## src/rtl/mem_port_arbiter_pkg.sv

```systemverilog
// mem_port_arbiter_pkg: shared types and defaults for the unified memory port arbiter.
package mem_port_arbiter_pkg;
    typedef enum logic [1:0] {IDLE, ISSUE, WAIT, RESP} arb_state_t;
    typedef enum logic {OWN_I, OWN_D} owner_t;
    localparam int TIMEOUT_DEFAULT = 255;
endpackage

```

## src/rtl/mem_port_arbiter_timer.sv

```systemverilog
// mem_port_arbiter_timer: watchdog counting WAIT cycles; expired once the count hits TIMEOUT-1.
module mem_port_arbiter_timer
    import mem_port_arbiter_pkg::*;
#(
    parameter int TIMEOUT = TIMEOUT_DEFAULT
) (
    input  logic clk,
    input  logic reset,
    input  logic clear,
    input  logic enable,
    output logic expired
);
    localparam int W = $clog2(TIMEOUT);
    logic [W-1:0] cnt;
    assign expired = cnt == W'(TIMEOUT - 1);
    always_ff @(posedge clk) begin
        if (reset || clear)
            cnt <= '0;
        else if (enable && !expired)
            cnt <= cnt + 1'b1;
    end
endmodule

```

## src/rtl/mem_port_arbiter.sv

```systemverilog
// mem_port_arbiter: shares one single-ported memory between fetch (I) and data (D) requesters.
// Define MEM_PORT_ARBITER_STATS_EN to build the grant/conflict statistics counters.
module mem_port_arbiter
    import mem_port_arbiter_pkg::*;
#(
    parameter int ADDR_W  = 32,
    parameter int DATA_W  = 32,
    parameter int TIMEOUT = TIMEOUT_DEFAULT
) (
    input  logic              clk,
    input  logic              reset,
    input  logic              i_req,
    input  logic [ADDR_W-1:0] i_addr,
    output logic [DATA_W-1:0] i_rdata,
    output logic              i_ready,
    input  logic              d_req,
    input  logic              d_we,
    input  logic [ADDR_W-1:0] d_addr,
    input  logic [DATA_W-1:0] d_wdata,
    output logic [DATA_W-1:0] d_rdata,
    output logic              d_ready,
    output logic              mem_valid,
    output logic              mem_we,
    output logic [ADDR_W-1:0] mem_addr,
    output logic [DATA_W-1:0] mem_wdata,
    input  logic [DATA_W-1:0] mem_rdata,
    input  logic              mem_ready,
    output logic              busy,
    output logic              err,
    output logic [31:0]       stat_i_grants,
    output logic [31:0]       stat_d_grants,
    output logic [31:0]       stat_conflicts
);
    arb_state_t state, state_nxt;
    owner_t owner;
    logic expired, grant, done;
    logic [DATA_W-1:0] resp_data;

    assign grant = state == IDLE && (d_req || i_req);
    assign done = state == WAIT && (mem_ready || expired);
    // an acknowledge wins over a simultaneous expiry; writes and aborts return zero
    assign resp_data = (mem_ready && !mem_we) ? mem_rdata : '0;

    mem_port_arbiter_timer #(.TIMEOUT(TIMEOUT)) u_timer (
        .clk(clk),
        .reset(reset),
        .clear(state != WAIT),
        .enable(state == WAIT),
        .expired(expired)
    );

    always_comb begin
        state_nxt = state;
        unique case (state)
            IDLE:  state_nxt = grant ? ISSUE : IDLE;
            ISSUE: state_nxt = WAIT;
            WAIT:  state_nxt = done ? RESP : WAIT;
            RESP:  state_nxt = IDLE;
        endcase
    end

    always_ff @(posedge clk) begin
        if (reset) begin
            state     <= IDLE;
            owner     <= OWN_I;
            busy      <= 1'b0;
            err       <= 1'b0;
            mem_valid <= 1'b0;
            mem_we    <= 1'b0;
            mem_addr  <= '0;
            mem_wdata <= '0;
            i_ready   <= 1'b0;
            d_ready   <= 1'b0;
            i_rdata   <= '0;
            d_rdata   <= '0;
        end else begin
            state     <= state_nxt;
            busy      <= state_nxt != IDLE;
            mem_valid <= grant;
            if (grant) begin
                owner     <= d_req ? OWN_D : OWN_I;
                mem_we    <= d_req && d_we;
                mem_addr  <= d_req ? d_addr : i_addr;
                mem_wdata <= d_req ? d_wdata : '0;
            end
            i_ready <= done && owner == OWN_I;
            d_ready <= done && owner == OWN_D;
            if (done && owner == OWN_I)
                i_rdata <= resp_data;
            if (done && owner == OWN_D)
                d_rdata <= resp_data;
            err <= err || (done && !mem_ready);
        end
    end

`ifdef MEM_PORT_ARBITER_STATS_EN
    always_ff @(posedge clk) begin
        if (reset) begin
            stat_i_grants  <= '0;
            stat_d_grants  <= '0;
            stat_conflicts <= '0;
        end else begin
            if (grant && !d_req)
                stat_i_grants <= stat_i_grants + 32'd1;
            if (grant && d_req)
                stat_d_grants <= stat_d_grants + 32'd1;
            if (state == IDLE && i_req && d_req)
                stat_conflicts <= stat_conflicts + 32'd1;
        end
    end
`else
    assign stat_i_grants  = '0;
    assign stat_d_grants  = '0;
    assign stat_conflicts = '0;
`endif
endmodule

```

## config.mk

```make
export PLATFORM = sky130hd
export DESIGN_NAME = mem_port_arbiter
export DESIGN_NICKNAME = d
export VERILOG_FILES = /design/src/rtl/mem_port_arbiter_pkg.sv /design/src/rtl/mem_port_arbiter_timer.sv /design/src/rtl/mem_port_arbiter.sv
export SDC_FILE = /design/constraint.sdc
export NUM_CORES = 1
export LEC_CHECK = 0
export CORE_AREA = 2 2 140 142
export DETAILED_ROUTE_END_ITERATION = 16
export DIE_AREA = 0 0 142 144
export MAX_ROUTING_LAYER = met4
export PLACE_DENSITY = 0.73
export RECOVER_POWER = 25
export SKIP_CTS_REPAIR_TIMING = 1
export SYNTH_ARGS = -nofsm -noshare
export SYNTH_HDL_FRONTEND = slang
export SYNTH_SLANG_ARGS = --single-unit
```

## constraint.sdc

```tcl
create_clock -name clk -period 3.9 [get_ports clk]
set_input_delay 0.39 -clock clk [delete_from_list [all_inputs] [get_ports clk]]
set_output_delay 0.39 -clock clk [all_outputs]
set_load 0.03 [all_outputs]
```

==> impl_metrics.toml <==
[status]
status = "finished with violations"
violations = "max-capacitance violations, max-slew violations"

[clocking]
cts_tree = "yes"
cts_sinks = 145
clk_pin_slew_ns = 0.06
htreeDepth = 4
root_buffer = "clkbuf_16"
cts_buffers = 17
insertion_delay_ns = 0.42
clockBufferDepth = 2

[power_and_ir_drop]
combPwrFrac = 0.263
p_int_mw = 3.09
switchingPower_mw = 1.52
switching_share = 0.330
power_mw = 4.61
p_seq_frac = 0.362
clock_power_share = 0.374
power_leakage_nw = 3.50
power.density_mw_per_mm2 = 480
peakVddDrop_uv = 290

[min_path]
worstHoldStart = "mem_wdata[23]"
min_path_type = "reg2reg"

[synth]
synth-compound-area-share = 0.235
synthFlopType = "dfxtp_1"
synth.mux.area_fraction = 0.0477
ys_seq_elements = 145
ys_warn_count = 0
synth_top_family_by_area = "compound AO/OA/AOI/OAI gates"
netlist_top_cells_area = "dfxtp_1 (43%), buf_4 (12%), a21oi_1 (10%), a211oi_1 (7.0%), mux2i_1 (4.8%)"
synth_xor_area_frac = 0
synthAdderAreaFrac = 0.00745
yosysSeqAreaShare = 0.432
yosys.area.top_type = "dfxtp_1"
avgSynthCellArea_um2 = 8.82
ys_types = 41
synth_top_cell_area_share = 0.432
syn_area_mm2 = 0.00672
synth_edf_count = 0
ys_async_sr_fraction = 0
syn_inst = 761
yosys.area_share.simple = 0.108

[critical_path]
critPathArrivalTime_ns = 3.23
crit_type = "reg2reg"
cp-end-kind = "flop"
required_ns = 4.26
rr_startpoint = "state[0]"
cp-startpoint = "state[0]"
cp-start-kind = "flop"
crit_fanout = 36

[placement]
gp_congestion = 0.806
dp.final_hpwl_um = 12700
port_buffers = 267

[die]
die_y_um = 144
core.rowCount = 51
core_area_mm2 = 0.0191
fp.dieW_um = 142
io_pins = 364
dieArea_mm2 = 0.0204
initial_core_util = 0.352

[sta]
period_minus_slack_ns = 2.87
worst_pin_slew_ns = 1.64
rsz0062_at_grt = "false"
whs_ns = 0.449
maxSlewHeadroom = -0.0904
setup_viol = 0
finalHoldViolations = 0
clock.fmax_mhz = 349
drv_slew = 37
fin_crit_sh = 0.736
skew_ns = 0.00809
fin_tns_setup_ns = 0

[flow_run]
drv_cap = 1

[global_route]
overflow = 0
groute.usage.overall = 0.178
grt_pass1_vias = 5445
antenna_found_initial = 0
grt_first_pass_wirelength_um = 28000
grt_max_degree = 68

[detailed_routing]
drc = 0
vias_per_cell = 4.90
num_vias = 6071
routedWlPerCell_um = 14.7
final_antenna_net_count = 0
drtPass1Iterations = 4
wirelength_um = 18200
drt_iter0_drc = 210

[cells_and_area]
drive_gt1_frac = 0.0500
num_antenna_cells = 0
area_delta_synth_final_pct = 43.2
final_nets = 1125
-- path summary, 6_finish.rpt --
| check | end | depth (start not counted) | slack (ns) |
|---|---|---|---|
| worst max-delay path | busy | 7 | 1.03 |
| worst min-delay path | mem_wdata[23] | 2 | 0.45 |
| worst max register to register | busy | 7 | 1.03 |
| worst min register to register | mem_wdata[23] | 2 | 0.45 |
-- through the flow --
| stage | setup slack (ns) | std cells | utilization | area (um2) |
|---|---|---|---|---|
| floorplan | 2.42 | 856 | - | 7070 |
| global placement | 1.43 | 1206 | 0.472 | 9000 |
| detailed placement | 1.32 | 1206 | 0.472 | 9000 |
| CTS | 1.55 | 1238 | 0.504 | 9620 |
| global route | 0.749 | 1238 | 0.504 | 9610 |
| finish | 1.03 | 1238 | 0.504 | 9610 |
-- kinds of logic (layout without fill, tap and decap cells) --
group / Yosys count / count (layout)
compound gates: 248 / 248
buf+inv: 168 / 312
simple gates: 163 / 163
flops: 145 / 145
mux: 32 / 32
fa+ha+maj: 4 / 4
other cells: 1 / 96
-- layout make-up --
class,instances,area [um2]
clock inverters,14,194
inverters,4,15.0
multi-input cells,543,3040
repair buffers,276,2730
clock buffers,18,429
fillers,1804,9470
flip-flops and latches,145,2900
well taps,238,298
-- cell usage in the layout, fill, tap and decap left out, types with 6 or more instances in the layout --
cell and count:
a211oi_1 63, a21oi_1 136, a311oi_1 33, buf_4 9
clkbuf_16 17, clkdlybuf4s50_1 259, conb_1 96, dfxtp_1 144
dlygate4sd3_1 6, mux2i_1 32, nand2_1 73, nand3_1 35
nor2_1 35
-- Yosys cell counts, types with 2 or more instances --
cell      instances
mux2i_1          32
a211oi_2          3
a211oi_1         63
buf_1             4
clkbuf_1         29
a311oi_1         33
nor2b_1           2
nor3_1            3
nand3_1          35
nor2_1           35
ha_1              4
buf_2            15
and3_1            2
a21oi_1         136
o21ai_0           4
dfxtp_1         145
o21ai_2           2
inv_1             4
buf_6            13
buf_4           103
nand2_1          73
nand4_1           2
-- per-layer routing --
metal	track usage	part of all wire
met3	0.0646	0.088
met5	-	0
met1	0.206	0.41
met2	0.285	0.48
met4	0.0658	0.023
-- power groups by stage --
stage               registers [mW]  clock network (mW)  logic, mW
CTS                           1.67                1.78       1.23
floorplan                     1.93                   0      0.616
detailed placement            1.71                   0       1.22
finish                        1.67                1.73       1.22
global placement              1.70                   0       1.22
global route                  1.69                1.84       1.31
-- state kept, by name, indices dropped and copies added, names as in the netlist --
signal	flops
err	1
mem_wdata	32
d_ready	1
d_rdata	32
mem_we	1
busy	1
mem_addr	32
mem_valid	1
i_rdata	32
i_ready	1
owner	1
state	2
u_timer.cnt	8
-- critical path, cell delays in order (launching register included) --
cell and delay, ns:
dfxtp_1 0.30, inv_1 0.07, ha_1 0.21, clkbuf_1 1.20, o21ai_2 0.09, clkbuf_2 0.50
nor2_1 0.32, a211o_1 0.13
(Power assumes the default switching activity.)
